`src/rtl/park_transform.sv`:
```
// Forward Park transform (alpha,beta) -> (d,q) using an external, shared sin/cos lookup.
// Build option: define PARK_SATURATION_EN to clamp d/q to 18 bits instead of wrapping.
module park_transform #(
    parameter int TIMEOUT_CYCLES = 16,
    parameter int OUTPUT_SHIFT   = 17
) (
    input  logic        clock,
    input  logic        reset,
    input  logic        in_valid,
    output logic        in_ready,
    input  logic [15:0] theta,
    input  logic [17:0] alpha,
    input  logic [17:0] beta,
    output logic        trig_start,
    output logic [15:0] trig_theta,
    input  logic [15:0] sin_in,
    input  logic [15:0] cos_in,
    input  logic        trig_valid,
    output logic [17:0] d,
    output logic [17:0] q,
    output logic        out_valid,
    input  logic        out_ready,
    output logic        trig_timeout
);

    typedef enum logic [2:0] {
        S_IDLE,
        S_WAIT_TRIG,
        S_MULT,
        S_SUM,
        S_HOLD
    } state_t;

    state_t             r_state;
    state_t             w_next;
    logic        [7:0]  r_cnt;
    logic               w_timeout;
    logic signed [17:0] r_alpha;
    logic signed [17:0] r_beta;
    logic signed [15:0] r_sin;
    logic signed [15:0] r_cos;
    logic signed [17:0] w_s;
    logic signed [17:0] w_c;
    logic signed [35:0] r_p_ac;
    logic signed [35:0] r_p_bs;
    logic signed [35:0] r_p_as;
    logic signed [35:0] r_p_bc;
    logic signed [36:0] w_d_full;
    logic signed [36:0] w_q_full;
    logic signed [36:0] w_d_shift;
    logic signed [36:0] w_q_shift;
    logic        [17:0] r_d;
    logic        [17:0] r_q;
    logic               r_out_valid;
    logic               r_trig_start;
    logic               r_trig_timeout;
    logic        [15:0] r_trig_theta;

    // Q1.15 trig scaled to 18 bits so products land in Q.17 alongside the 18-bit inputs
    assign w_s = {r_sin, 2'b00};
    assign w_c = {r_cos, 2'b00};

    assign w_d_full  = 37'(r_p_ac) + 37'(r_p_bs);
    assign w_q_full  = 37'(r_p_bc) - 37'(r_p_as);
    assign w_d_shift = w_d_full >>> OUTPUT_SHIFT;
    assign w_q_shift = w_q_full >>> OUTPUT_SHIFT;

`ifdef PARK_SATURATION_EN
    function automatic logic [17:0] fit18(input logic signed [36:0] v);
        if (v > 37'sd131071)
            return 18'h1FFFF;
        else if (v < -37'sd131072)
            return 18'h20000;
        else
            return 18'(v);
    endfunction
`else
    function automatic logic [17:0] fit18(input logic signed [36:0] v);
        return 18'(v);
    endfunction
`endif

    // trig_valid has priority over an expiring timeout on the same edge
    assign w_timeout = (r_state == S_WAIT_TRIG) && !trig_valid &&
                       (r_cnt == 8'(TIMEOUT_CYCLES - 1));

    always_comb begin
        w_next = r_state;
        case (r_state)
            S_IDLE:      if (in_valid) w_next = S_WAIT_TRIG;
            S_WAIT_TRIG: begin
                if (trig_valid)     w_next = S_MULT;
                else if (w_timeout) w_next = S_IDLE;
            end
            S_MULT:      w_next = S_SUM;
            S_SUM:       w_next = S_HOLD;
            S_HOLD:      if (out_ready) w_next = S_IDLE;
            default:     w_next = S_IDLE;
        endcase
    end

    always_ff @(posedge clock) begin
        if (!reset) r_state <= S_IDLE;
        else        r_state <= w_next;
    end

    always_ff @(posedge clock) begin
        if (!reset) begin
            r_cnt          <= '0;
            r_alpha        <= '0;
            r_beta         <= '0;
            r_sin          <= '0;
            r_cos          <= '0;
            r_p_ac         <= '0;
            r_p_bs         <= '0;
            r_p_as         <= '0;
            r_p_bc         <= '0;
            r_d            <= '0;
            r_q            <= '0;
            r_out_valid    <= 1'b0;
            r_trig_start   <= 1'b0;
            r_trig_timeout <= 1'b0;
            r_trig_theta   <= '0;
        end else begin
            r_trig_start   <= (r_state == S_IDLE) && in_valid;
            r_trig_timeout <= w_timeout;
            case (r_state)
                S_IDLE: begin
                    r_cnt <= '0;
                    if (in_valid) begin
                        r_alpha      <= alpha;
                        r_beta       <= beta;
                        r_trig_theta <= theta;
                    end
                end
                S_WAIT_TRIG: begin
                    r_cnt <= r_cnt + 8'd1;
                    if (trig_valid) begin
                        r_sin <= sin_in;
                        r_cos <= cos_in;
                    end
                end
                S_MULT: begin
                    r_p_ac <= r_alpha * w_c;
                    r_p_bs <= r_beta  * w_s;
                    r_p_as <= r_alpha * w_s;
                    r_p_bc <= r_beta  * w_c;
                end
                S_SUM: begin
                    r_d         <= fit18(w_d_shift);
                    r_q         <= fit18(w_q_shift);
                    r_out_valid <= 1'b1;
                end
                S_HOLD: begin
                    if (out_ready) r_out_valid <= 1'b0;
                end
                default: ;
            endcase
        end
    end

    assign in_ready     = (r_state == S_IDLE);
    assign trig_start   = r_trig_start;
    assign trig_theta   = r_trig_theta;
    assign trig_timeout = r_trig_timeout;
    assign d            = r_d;
    assign q            = r_q;
    assign out_valid    = r_out_valid;

endmodule

```
`config.mk`:
```
export PLATFORM = sky130hd
export DESIGN_NAME = park_transform
export DESIGN_NICKNAME = d
export VERILOG_FILES = /design/src/rtl/park_transform.sv
export SDC_FILE = /design/constraint.sdc
export NUM_CORES = 2
export LEC_CHECK = 0
export ABC_AREA = 1
export CORE_AREA = 5 5 452 454
export CTS_BUF_LIST = sky130_fd_sc_hd__clkbuf_4 sky130_fd_sc_hd__clkbuf_8 sky130_fd_sc_hd__clkbuf_16
export DETAILED_ROUTE_END_ITERATION = 8
export DIE_AREA = 0 0 457 459
export RECOVER_POWER = 100
export SYNTH_ARGS = -nofsm -noshare
export SYNTH_HDL_FRONTEND = slang
export SYNTH_SLANG_ARGS = --single-unit
export TNS_END_PERCENT = 5
```
`constraint.sdc`:
```
create_clock -name clock -period 5 [get_ports clock]
set_input_delay 1 -clock clock [delete_from_list [all_inputs] [get_ports clock]]
set_output_delay 1 -clock clock [all_outputs]
set_load 0.01 [all_outputs]
```
==> metrics <==
outcome finished, violations left; failing checks capacitance limit, slew limit, setup timing; Hold Crit Depth 2; peak ir drop on the vdd network 223 uV; reg2reg end r_p_bc[30]$_SDFFE_PN0P_; vias per cell 4.65; Chip Width 457 um; Cell Pwr Density 170 nW/um^2; max cap viols 5; largest net degree at the start of global routing 87; Final Max Slew Viols 228; Worst-path clk slew 0.06 ns; Final Critical Period 5.68 ns; global-route wire length before repair 342000 um; Std-Cell Rows 164; RD Place Congestion 0.955; crit-path leading delay family adder cells; CP peak stage delay 0.58 ns; unrepaired setup endpoints after global routing true; cells along the critical path buf_12 -> buf_12 -> buf_4 -> nand2_1 -> inv_1 -> fa_1 -> fa_1 -> fa_1 -> fa_1 -> fa_1 -> inv_1 -> fa_1 -> inv_1 -> ha_4 -> nand2_1 -> nor2_2 -> nand2_1 -> nor4_4 -> nand2_1 -> nand4_1 -> nand3_2 -> nand2_1 -> inv_1; CP endpoint kind flip-flop; DRT Wirelength 223000 um; htree depth 2; critical path arrival 6.22 ns; IO buf count 144; Ports 145; Iteration-0 DRC Markers 3706; ys async rst share 0; DRC 0; area share of the largest cell type after synthesis 0.383; R2R setup slack -0.68 ns; insertion delay to the later sink of the worst-skew pair 0.66 ns; top post-synthesis cells by area fa_1, inv_1, nand2_1, dfxtp_1, ha_1; clk sink count 266; Syn Inst Count 8203; Final Skew 0.0322 ns; Yosys cell types 44; Min-Delay Path Class flip-flop to flip-flop; PnR worst setup slack -0.681 ns; Buffers & Inverters on Critical Path 7; FF-to-FF path depth 23; core area 199000 sq um; global route overflow 0; Fmax achieved 176 MHz; Fin. Hold Viols 0; initial antenna violation count 14; crit path kind flip-flop to flip-flop; gr usage total 0.211; DR WL/cell 19.2 um; Finish-stage setup viols 96; nets 10561; hold-fix buffers at CTS 0; critical path launch point type flip-flop; overall power 12.8 mW; Max-slew headroom -1.03; Hold Worst Slack 0.459 ns; first drt pass iteration count 5; Main synth FF type dfxtp_1; CTS root buf clkbuf_16; Final Cycle Share 1.14; die area 210000 sq um; Worst Max-Slew Pin Slew 3.05 ns; most numerous cell in the Yosys netlist inv_1; R2R Path Start r_beta[10]$_SDFFE_PN0P_; hold endpoint trig_theta[1]$_SDFFE_PN0P_; Static Leak 42.1 nW; worst-path cell with the longest stage delay fa_1; ratio of cells with drive above 1 in the final layout 0.163; HPWL after detailed placement 180000 um; Synth Warn # 0; CTS Buf Count 42; Seq/Total Area, Yosys 0.0896; Worst Path Required 5.54 ns; HP Start trig_theta[1]$_SDFFE_PN0P_; Layout area overhead 26.4%; largest area contributor in the netlist fa_1; CTS tree built; via count 54072; Post-Syn Area 59400 sq um; CTS max path bufs 3; most used cell, CP fa_1; CP max FO 24; EDFF count, synth 0; Avg Inst Size Synth 7.24 sq um; Die H 459 um; effective utilization at floorplan 0.298; final antenna-violating net count 0; vias in the first global route 58442; top post-synthesis cells by count inv_1, nand2_1, fa_1, nor2_1, ha_1; register bit total from synthesis 266; Net Count, Synth 9827
[tightest hold or removal path, delay by kind of cell, from the launching register on]
family / cells / cell delay (ns)
simple gates: 1 / 0.06
flops: 1 / 0.31
compound gates: 1 / 0.05
[logic make-up after synthesis]
logic type                 count (synthesis)  share of synthesized area
DFF                                      266                     0.0896
and+or+nand+nor                         3064                      0.206
buffers and inverters                   2615                      0.167
xor gates and xnor gates                  73                     0.0108
adders and majority gates               1535                      0.467
AOI/OAI and AO/OA                        650                     0.0599
[worst max path at each step]
stage | start | endpoint | cells after the start
finish | r_beta[10]$_SDFFE_PN0P_ | r_p_bc[30]$_SDFFE_PN0P_ | 23
global route | r_beta[17]$_SDFFE_PN0P_ | r_p_bc[34]$_SDFFE_PN0P_ | 26
CTS | r_sin[8]$_SDFFE_PN0P_ | r_p_as[32]$_SDFFE_PN0P_ | 25
detailed placement | r_cos[1]$_SDFFE_PN0P_ | r_p_ac[31]$_SDFFE_PN0P_ | 23
global placement | r_cos[1]$_SDFFE_PN0P_ | r_p_ac[32]$_SDFFE_PN0P_ | 21
floorplan | r_beta[17]$_SDFFE_PN0P_ | r_p_bs[32]$_SDFFE_PN0P_ | 26
[sequential cells by signal, summed over array words and instances (netlist names), 3 cells and up]
name,flops
d,18
q,18
r_alpha,18
r_beta,18
r_cnt,8
r_cos,16
r_p_ac,33
r_p_as,33
r_p_bc,33
r_p_bs,33
r_sin,16
r_state,3
trig_theta,16
[power by group]
group,switching (mW),internal (mW),total [mW]
sequential,0.161,2.27,2.44
combinational,4.25,2.89,7.14
clock,1.36,1.85,3.22
total,5.77,7.02,12.8
[per-stage QoR]
stage                util  instance area, sq um  setup slack [ns]  cells  setup TNS (ns)
finish              0.377                 75100            -0.681  11632          -43.35
global route        0.377                 75100            -0.860  11629          -65.77
CTS                 0.371                 73900            -0.675  11601          -46.98
detailed placement  0.353                 70200             -1.19  11475          -80.61
global placement    0.353                 70200             -1.16  11475          -78.28
floorplan               -                 59800            -0.253   8203          -11.86
[cells in the final DEF, fill, tap and decap left out, types with 47 or more instances in the layout]
master | synthesis | final
fa_1 | 1136 | 1104
ha_1 | 399 | 314
o21ai_0 | 190 | 152
nand2_1 | 2044 | 1967
nand3_1 | 311 | 294
buf_12 | 0 | 102
nor2_2 | 4 | 50
a21oi_2 | 5 | 56
dlygate4sd3_1 | 0 | 56
clkdlybuf4s50_1 | 0 | 85
clkbuf_16 | 0 | 47
o21ai_1 | 24 | 55
a21oi_1 | 322 | 262
inv_1 | 2265 | 2232
nor2_1 | 572 | 511
dfxtp_1 | 266 | 234
ha_4 | 0 | 82
buf_4 | 7 | 733
nand2_2 | 15 | 81
[what timing repair did]
action                                  CTS  global route
endpoints found under the setup margin  102           100
cloned                                    9             5
setup buffers                            41            21
pin swaps                                74           147
gates resized for setup                 364           245
[layer usage]
metal / share of wire / global-route usage
met1: 0.39 / 0.251
met2: 0.48 / 0.371
met3: 0.065 / 0.0366
met4: 0.059 / 0.100
met5: 0.00010 / 0
[layout make-up]
cell class / instances / area (sq um)
antenna: 7 / 17.5
clock inverter: 22 / 262
fill: 20492 / 124000
sequential: 266 / 5410
multi-input combinational: 5322 / 46600
timing repair buffer: 1034 / 9790
clock buffer: 54 / 1180
tap: 2656 / 3320
inverter: 2271 / 8550
(Power assumes the default switching activity.)
